--- src/rtl/glyph_rain_pkg.sv ---
// glyph_rain_pkg: shared mode/level encodings, LFSR constants, column-state type and the trail level rule
package glyph_rain_pkg;
  localparam logic [1:0] MODE_RAIN   = 2'd0;
  localparam logic [1:0] MODE_FREEZE = 2'd1;
  localparam logic [1:0] MODE_STATIC = 2'd2;
  localparam logic [1:0] MODE_OFF    = 2'd3;
  localparam logic [1:0] LVL_DARK = 2'd0;
  localparam logic [1:0] LVL_TAIL = 2'd1;
  localparam logic [1:0] LVL_BODY = 2'd2;
  localparam logic [1:0] LVL_HEAD = 2'd3;
  localparam logic [15:0] LFSR_TAPS         = 16'hB400;
  localparam logic [15:0] LFSR_DEFAULT_SEED = 16'hACE1;
  typedef struct packed {
    logic [6:0] head;
    logic [1:0] speed;
    logic [1:0] tick;
    logic [3:0] trail;
    logic       active;
  } col_t;
  function automatic logic [1:0] rain_level(col_t e, logic [6:0] row);
    logic signed [7:0] d;
    d = $signed({1'b0, e.head}) - $signed({1'b0, row});
    return (!e.active || d[7] || d > $signed({4'b0, e.trail})) ? LVL_DARK :
           (d == 8'sd0) ? LVL_HEAD :
           (d <= $signed({5'b0, e.trail[3:1]})) ? LVL_BODY : LVL_TAIL;
  endfunction
endpackage

--- src/rtl/glyph_rain_lfsr.sv ---
// glyph_rain_lfsr: 16-bit Galois LFSR with step enable (clk, reset, step in; state out)
module glyph_rain_lfsr
  import glyph_rain_pkg::*;
#(
  parameter logic [15:0] SEED = LFSR_DEFAULT_SEED
) (
  input  logic        clk,
  input  logic        reset,
  input  logic        step,
  output logic [15:0] state
);
  always_ff @(posedge clk or posedge reset)
    if (reset) state <= SEED;
    else if (step) state <= {1'b0, state[15:1]} ^ (state[0] ? LFSR_TAPS : 16'h0);
endmodule

--- src/rtl/glyph_rain_engine.sv ---
// glyph_rain_engine: column rain state, vblank update FSM and 2-stage pixel pipeline (in: clk, reset, hpos, vpos, display_on, frame_start, mode; out: glyph_index, g_x, g_y, level, pix_valid, busy, overrun)
module glyph_rain_engine
  import glyph_rain_pkg::*;
#(
  parameter int          H_BITS    = 11,
  parameter int          V_BITS    = 10,
  parameter int          COLS      = 80,
  parameter int          ROWS      = 40,
  parameter int          CELL_H    = 12,
  parameter int          GLYPHS    = 51,
  parameter logic [15:0] LFSR_SEED = 16'hACE1
) (
  input  logic              clk,
  input  logic              reset,
  input  logic [H_BITS-1:0] hpos,
  input  logic [V_BITS-1:0] vpos,
  input  logic              display_on,
  input  logic              frame_start,
  input  logic [1:0]        mode,
  output logic [5:0]        glyph_index,
  output logic [2:0]        g_x,
  output logic [3:0]        g_y,
  output logic [1:0]        level,
  output logic              pix_valid,
  output logic              busy,
  output logic              overrun
);
  localparam int CW = H_BITS - 3;
  localparam int RW = $clog2(ROWS);
  localparam int IW = $clog2(COLS + 1);
  localparam logic ST_IDLE   = 1'b0;
  localparam logic ST_UPDATE = 1'b1;
  col_t            cols [COLS];
  logic            state;
  logic [IW-1:0]   idx;
  logic [7:0]      frame;
  logic [15:0]     lfsr;
  col_t            cur, nxt;
  logic            respawn, adv;
  logic [V_BITS-1:0] prev_vpos;
  logic [RW-1:0]   row_q, row_n;
  logic [3:0]      gy_q, gy_n;
  logic            line, wrap;
  logic [CW-1:0]   s1_col;
  logic [RW-1:0]   s1_row;
  logic [2:0]      s1_gx;
  logic [3:0]      s1_gy;
  logic            s1_pv;
  logic [1:0]      s1_mode;
  col_t            s1_ent;
  logic [1:0]      lvl;
  logic [8:0]      base, g;
  logic            unused;
  assign unused = ^{frame[7:6], frame[1:0], lfsr[15:11]};
  assign busy = state == ST_UPDATE;
  glyph_rain_lfsr #(.SEED(LFSR_SEED)) u_lfsr (
    .clk   (clk),
    .reset (reset),
    .step  (busy),
    .state (lfsr)
  );
  always_comb begin
    cur = cols[idx];
    adv = cur.tick == cur.speed;
    respawn = (8'(cur.head) + 8'd1 > 8'(ROWS) + 8'(cur.trail)) || (!cur.active && lfsr[3:0] == 4'd0);
    nxt = cur;
    nxt.tick = adv ? 2'd0 : cur.tick + 2'd1;
    nxt.head = adv ? cur.head + 7'd1 : cur.head;
    if (respawn) begin
      nxt.head   = '0;
      nxt.speed  = lfsr[5:4];
      nxt.tick   = '0;
      nxt.trail  = lfsr[9:6] | 4'd3;
      nxt.active = lfsr[10];
    end
  end
  always_ff @(posedge clk or posedge reset)
    if (reset) begin
      state   <= ST_IDLE;
      idx     <= '0;
      frame   <= '0;
      overrun <= 1'b0;
      for (int i = 0; i < COLS; i++) cols[i] <= '0;
    end else if (state == ST_UPDATE) begin
      cols[idx] <= nxt;
      idx       <= idx + 1'b1;
      state     <= (idx == IW'(COLS - 1)) ? ST_IDLE : ST_UPDATE;
      overrun   <= overrun | frame_start;
    end else if (frame_start && mode == MODE_RAIN) begin
      state <= ST_UPDATE;
      idx   <= '0;
      frame <= frame + 8'd1;
    end
  // row/g_y follow line changes incrementally so no divide by CELL_H is needed
  assign line  = vpos != prev_vpos;
  assign wrap  = gy_q == 4'(CELL_H - 1);
  assign gy_n  = (vpos == '0) ? '0 : !line ? gy_q : wrap ? '0 : gy_q + 4'd1;
  assign row_n = (vpos == '0) ? '0 : (line && wrap && row_q != RW'(ROWS - 1)) ? row_q + 1'b1 : row_q;
  always_ff @(posedge clk or posedge reset)
    if (reset) begin
      prev_vpos <= '0;
      row_q     <= '0;
      gy_q      <= '0;
      s1_col    <= '0;
      s1_row    <= '0;
      s1_gx     <= '0;
      s1_gy     <= '0;
      s1_pv     <= 1'b0;
      s1_mode   <= '0;
      s1_ent    <= '0;
    end else begin
      prev_vpos <= vpos;
      row_q     <= row_n;
      gy_q      <= gy_n;
      s1_col    <= hpos[H_BITS-1:3];
      s1_row    <= row_n;
      s1_gx     <= hpos[2:0];
      s1_gy     <= gy_n;
      s1_pv     <= display_on;
      s1_mode   <= mode;
      s1_ent    <= (hpos[H_BITS-1:3] < CW'(COLS)) ? cols[hpos[H_BITS-1:3]] : '0;
    end
  always_comb begin
    lvl = (!s1_pv || s1_col >= CW'(COLS) || s1_mode == MODE_OFF) ? LVL_DARK :
          (s1_mode == MODE_STATIC) ? LVL_BODY : rain_level(s1_ent, 7'(s1_row));
    base = 9'(s1_col) * 9'd3 + 9'(s1_row) * 9'd5 + ((lvl == LVL_HEAD) ? 9'(frame[5:2]) : 9'd0);
    g = base;
    for (int i = 0; i < 511 / GLYPHS + 1; i++) g = (g >= 9'(GLYPHS)) ? g - 9'(GLYPHS) : g;
  end
  always_ff @(posedge clk or posedge reset)
    if (reset) begin
      glyph_index <= '0;
      g_x         <= '0;
      g_y         <= '0;
      level       <= '0;
      pix_valid   <= 1'b0;
    end else begin
      glyph_index <= g[5:0];
      g_x         <= s1_gx;
      g_y         <= s1_gy;
      level       <= lvl;
      pix_valid   <= s1_pv;
    end
endmodule

--- config.mk ---
export PLATFORM = sky130hd
export DESIGN_NAME = glyph_rain_engine
export DESIGN_NICKNAME = d
export VERILOG_FILES = /design/src/rtl/glyph_rain_pkg.sv /design/src/rtl/glyph_rain_lfsr.sv /design/src/rtl/glyph_rain_engine.sv
export SDC_FILE = /design/constraint.sdc
export NUM_CORES = 2
export LEC_CHECK = 0
export ABC_AREA = 1
export CELL_PAD_IN_SITES_DETAIL_PLACEMENT = 1
export CELL_PAD_IN_SITES_GLOBAL_PLACEMENT = 2
export CORE_UTILIZATION = 30
export DETAILED_ROUTE_END_ITERATION = 10
export PLACE_DENSITY_LB_ADDON = 0.12
export REMOVE_ABC_BUFFERS = 1
export SETUP_SLACK_MARGIN = 0.1
export SLEW_MARGIN = 30
export SYNTH_ARGS = -nofsm -noshare
export SYNTH_HDL_FRONTEND = slang
export SYNTH_HIERARCHICAL = 1
export SYNTH_SLANG_ARGS = --single-unit
--- constraint.sdc ---
create_clock -name clk -period 65.4 [get_ports clk]
set_clock_uncertainty 0.15 [all_clocks]
set_input_delay 16.35 -clock clk [delete_from_list [all_inputs] [get_ports clk]]
set_output_delay 16.35 -clock clk [all_outputs]
set_load 0.1 [all_outputs]
# --- After elaboration in Yosys (flattened, before gate mapping) ---
# Index checks and enable logic that the tools add are counted.
classes:
  mux: 41
  magnitude_cmp: 19
  bitwise: 5
  n_reduce_logical: 21
  mul: 2
  n_addsub: 22
  n_eq_ne: 8
ops:
  columns: ["op", "n"]
  rows:
  - ["$bwmux W1280", 1]
  - ["$bmux W16 S7", 2]
  - ["$mux W16", 8]
  - ["$demux W16 S7", 1]
  - ["$ge A9 B6 Y1 const B", 11]
  - ["$mux W9", 10]
  - ["$sub A9 B6 Y9 const B", 10]
  - ["$mux W7", 3]
  - ["$mux W6", 3]
  - ["$mux W4", 4]
  - ["$xor A15 B16 Y16", 1]
  - ["$add A7 B1 Y7 const B", 2]
  - ["$mux W2", 6]
  - ["$logic_not A10 Y1", 1]
  - ["$ne A10 B10 Y1", 1]
  - ["$add A9 B4 Y9", 1]
  - ["$add A9 B9 Y9", 1]
  - ["$ge A9 B8 Y1 const B", 1]
  - ["$mul A6 B3 Y9 const B", 1]
  - ["$mul A8 B2 Y9 const B", 1]
  - ["$not A8 Y9", 1]
  - ["$add A7 B1 Y8 const B", 1]
  - ["$add A8 B1 Y8 const B", 1]
  - ["$ge A8 B7 Y1 const B", 1]
  - ["other kinds (29)", 45]
totals:
  register_bits: 1375
  out_inout_bits: 18
  in_bits: 27
  elab_cells: 538

# --- Logic depth before layout (Yosys ltp) ---
logic_depth:
  depth_word: 32
  mapped_depth: 105
  mapped_depth_nobuf: 102

# --- Hierarchy ---
# Netlist, hierarchy kept.
modules_own_cells:
  columns: ["mod", "cells_each", "n_inst", "area_each_um2", "seq_area_each_um2"]
  rows:
  - ["glyph_rain_engine", 8895, 1, 71014.4, 33957.6]
  - ["glyph_rain_lfsr", 71, 1, 684.4, 410.4]

# --- Worst setup path after synthesis ---
# No wires, ideal clock.
synth_timing:
  path_kind: "input-to-reg"
  start: "input port hpos[3]"
  end: "register s1_ent[3] (netlist name)"
  path_buffers: 5
  arrival_ns: 18.315
  path_slack_ns: 46.858
  setup_ns: 0.077
  required_time_ns: 65.173
  cell_stages: 11
  cell_sequence: "clkbuf_1 > clkbuf_1 > clkbuf_1 > clkbuf_1 > clkbuf_1 > o21ai_0 > o211ai_1 > o211ai_1 > a21oi_1 > o21ai_0 > a21oi_1"
synth_between:
  elab_chain_cells: 5
  elab_cells_between_ends: 6
  classes_between: "order compare: 1; mux: 4; bitwise: 1"
synth_rtl:
  columns: ["element", "line_no", "source"]
  rows:
  - ["start: declaration", "glyph_rain_engine.sv:15", "input logic [H_BITS-1:0] hpos,"]
  - ["$not A8 Y9 (implied by the code)", "glyph_rain_engine.sv:121", "s1_ent <= (hpos[H_BITS-1:3] < CW'(COLS)) ? cols[hpos[H_BITS-1:3]] : '0;"]
  - ["$bmux W16 S7", "glyph_rain_engine.sv:121", null]
  - ["$mux W16 (implied by the code) (2 in a row)", "glyph_rain_engine.sv:121", null]
  - ["$mux W16 (*)", "glyph_rain_engine.sv:121", null]
  - ["end signal: assignment", "glyph_rain_engine.sv:121", null]
  - ["end: declaration", "glyph_rain_engine.sv:50", "col_t s1_ent;"]
# Mark *: on every way between the ends. The rest lies on a longest branch, timed or not. The select of a mux whose other input is x is not followed.
# A chain may end at the register's enable or synchronous reset.

==> summary.txt <==
WP data arrival = 20.41 ns
Die area = 0.2410 mm2
CTS Hold Bufs = 0
First-pass GRT wire length = 497,100 um
Cell Chain, Critical Path = clkdlybuf4s50_1 -> inv_8 -> buf_12 -> buf_4 -> buf_4 -> buf_12 -> buf_16
Tcrit/Tclk final = 30.05%
TritonCTS clock tree = done
Maximum buffer depth of the clock tree = 3
Post-place setup slack = 44.23 ns
Initial core utilization = 30.17%
Initial antenna violation count = 15
RSZ-0062 raised after global routing = false
Worst rel slew slack = 16.00%
Share of cells above drive strength 1 = 8.539%
Final Core Density = 34.28%
DRT antenna net count = 0
Setup violators final = 0
Largest net degree at the start of global routing = 205
DRT Pass-1 Iters = 6
Post-synth EDFFs = 0
Fin. Hold Viols = 0
Worst skew pair latency = 0.85 ns
Synth Area per Inst = 7.997 um2
Endpoint class of the critical path = async pin
Area leader, netlist = dfrtp_1
Worst EP required = 66.16 ns
Min Clock Period, post-route = 19.66 ns
IO buf count = 44
WL/cell = 28.18 um
I/O pins = 45
Global placer's final weighted congestion = 0.8451
Area Growth Syn to Fin = 13.60%
Total negative slack = 0 ns
Share of the synthesized area in the top cell type = 47.64%
Mapped Area = 0.07170 mm2
Starting DRT DRC Count = 5,623
Nets = 8,808
Worst Max-Slew Pin Slew = 1.260 ns
Max Slew Vio Count = 0
# resized after CTS = 0
Worst Setup Path Type = input pin to async pin
Reg clk slew, reported paths = 0.06 ns
Vias per cell = 5.560
CP max FO = 115
Die height = 490.9 um
Die Width = 490.9 um
Critical path's top delay family = buffers and inverters
CP peak stage delay = 0.76 ns
WL final = 338,500 um
Slowest-stage cell, CP = buf_4
Asr flop ratio synth = 100.0%
Number of global-route vias before repair = 67,910
CP Launch Type = input pin
Drc violations = 0
Yosys cell types = 72
Core Rows = 179
Synth area leaders = dfrtp_1 (48%), o21ai_0 (13%), nand2_1 (10%), inv_1 (3.6%), clkbuf_1 (3.0%)
Commonest cells post-synth = nand2_1 (2,004), o21ai_0 (1,851), dfrtp_1 (1,365)
Post-CTS setup buffers = 0
CTS Sinks = 1,373
Buffers and inverters on the worst path = 7
Core Region = 0.2376 mm2
Clock root buffer master = clkbuf_16
DPL Wire Length = 211,600 um
Status = complete, no violations
Ys Warns = 6
Top_reg_cell synth = dfrtp_1
Worst hold path type = flip-flop to flip-flop
Max Fclk = 50.88 MHz
Most frequent cell after synthesis = nand2_1
Mapped Cells = 8,966
Total gr overflow = 0
#FFs+latches synth = 1,373
MaxCap Viol Count = 0
Htree depth = 4
GRT Overall Usage = 27.85%
Vias = 66,778
Register area share after synthesis = 47.93%
Final Worst Setup Slack = 45.74 ns
Num CTS Buffers = 172
## registers in the layout, summed over array words and instances, names as in the netlist, 2 cells and up
signal        count
u_lfsr/state     16
idx               7
glyph_index       6
s1_mode           2
prev_vpos        10
s1_gx             3
frame             6
level             2
s1_row            6
g_x               3
s1_col            8
cols           1280
s1_gy             4
g_y               4
s1_ent           12
## through the flow
step	instance area [um2]	hold WS (ns)	instances
floorplan	69060	0.1812	8281
global placement	75480	0.1881	11696
detailed placement	75570	0.1904	11698
CTS	81350	0.2012	12006
global route	81450	0.2034	12011
finish	81450	0.1999	12011
## layout by cell type (no fill, tap or decap), types with 12 or more instances in the layout
master / n
nand2_1: 2002
o21ai_0: 1851
dfrtp_1: 1365
inv_1: 667
nor2_1: 407
a21oi_1: 322
nand3_1: 307
buf_4: 187
clkbuf_16: 175
a221oi_1: 140
a22oi_1: 131
o22ai_1: 129
o211ai_1: 118
nand4_1: 89
o221ai_1: 83
nand2_2: 68
ha_1: 57
a22o_1: 50
xor2_1: 50
clkbuf_8: 42
nor2_4: 40
o2111ai_1: 39
clkbuf_1: 39
clkdlybuf4s50_1: 39
inv_2: 36
clkinv_2: 30
nor3_1: 24
clkinv_1: 22
nand2_4: 22
xnor2_1: 19
o2bb2ai_1: 18
o41ai_1: 17
nor2_2: 17
fa_1: 16
nand3_4: 15
buf_12: 12
## kinds of logic (layout without fill, tap and decap cells)
group,after synthesis,after routing,synth area share (%)
xor+xnor,71,71,0.8883
simple gates,3037,3037,18.05
buf+inv,1424,1300,7.558
compound gates,2986,2986,24.10
flops,1373,1373,47.93
mux,2,2,0.02792
fa+ha+maj,73,73,1.441
other cells,0,2,0
## layout make-up
| type | count | area, um2 |
|---|---|---|
| tap | 3167 | 3963 |
| sequential | 1373 | 34370 |
| clock inverter | 52 | 675.6 |
| antenna | 2 | 5.005 |
| timing repair buffer | 253 | 2263 |
| inverter | 739 | 2818 |
| fill | 27907 | 156200 |
| clock buffer | 256 | 5104 |
| multi-input combinational | 6169 | 32250 |
## path summary, 6_finish.rpt
kind	startpoint	slack (ns)	endpoint	cells after the start
max	reset	45.74	cols[358]$_DFFE_PP0P_	7
min	s1_gx[0]$_DFF_PP0_	0.20	g_x[0]$_DFF_PP0_	0
max reg2reg	s1_row[2]$_DFFE_PP0P_	49.60	glyph_index[5]$_DFF_PP0_	96
min reg2reg	s1_gx[0]$_DFF_PP0_	0.20	g_x[0]$_DFF_PP0_	0
max in group clk	hpos[3]	45.88	s1_ent[13]$_DFF_PP0_	11
min in group asynchronous	reset	15.93	u_lfsr/state[14]$_DFFE_PP0P_	2
## per-layer routing
| layer | up-vias | track usage, % | share of wire (%) |
|---|---|---|---|
| li1 | 30019 | - | - |
| met1 | 34405 | 38.85 | 46 |
| met2 | 1816 | 44.28 | 45 |
| met3 | 534 | 2.937 | 4.6 |
| met4 | 4 | 10.55 | 4.0 |
| met5 | - | 0 | 0.0062 |
Power is not shown: default switching activity piles up to over one toggle a cycle in this logic, so the estimate is an artifact.
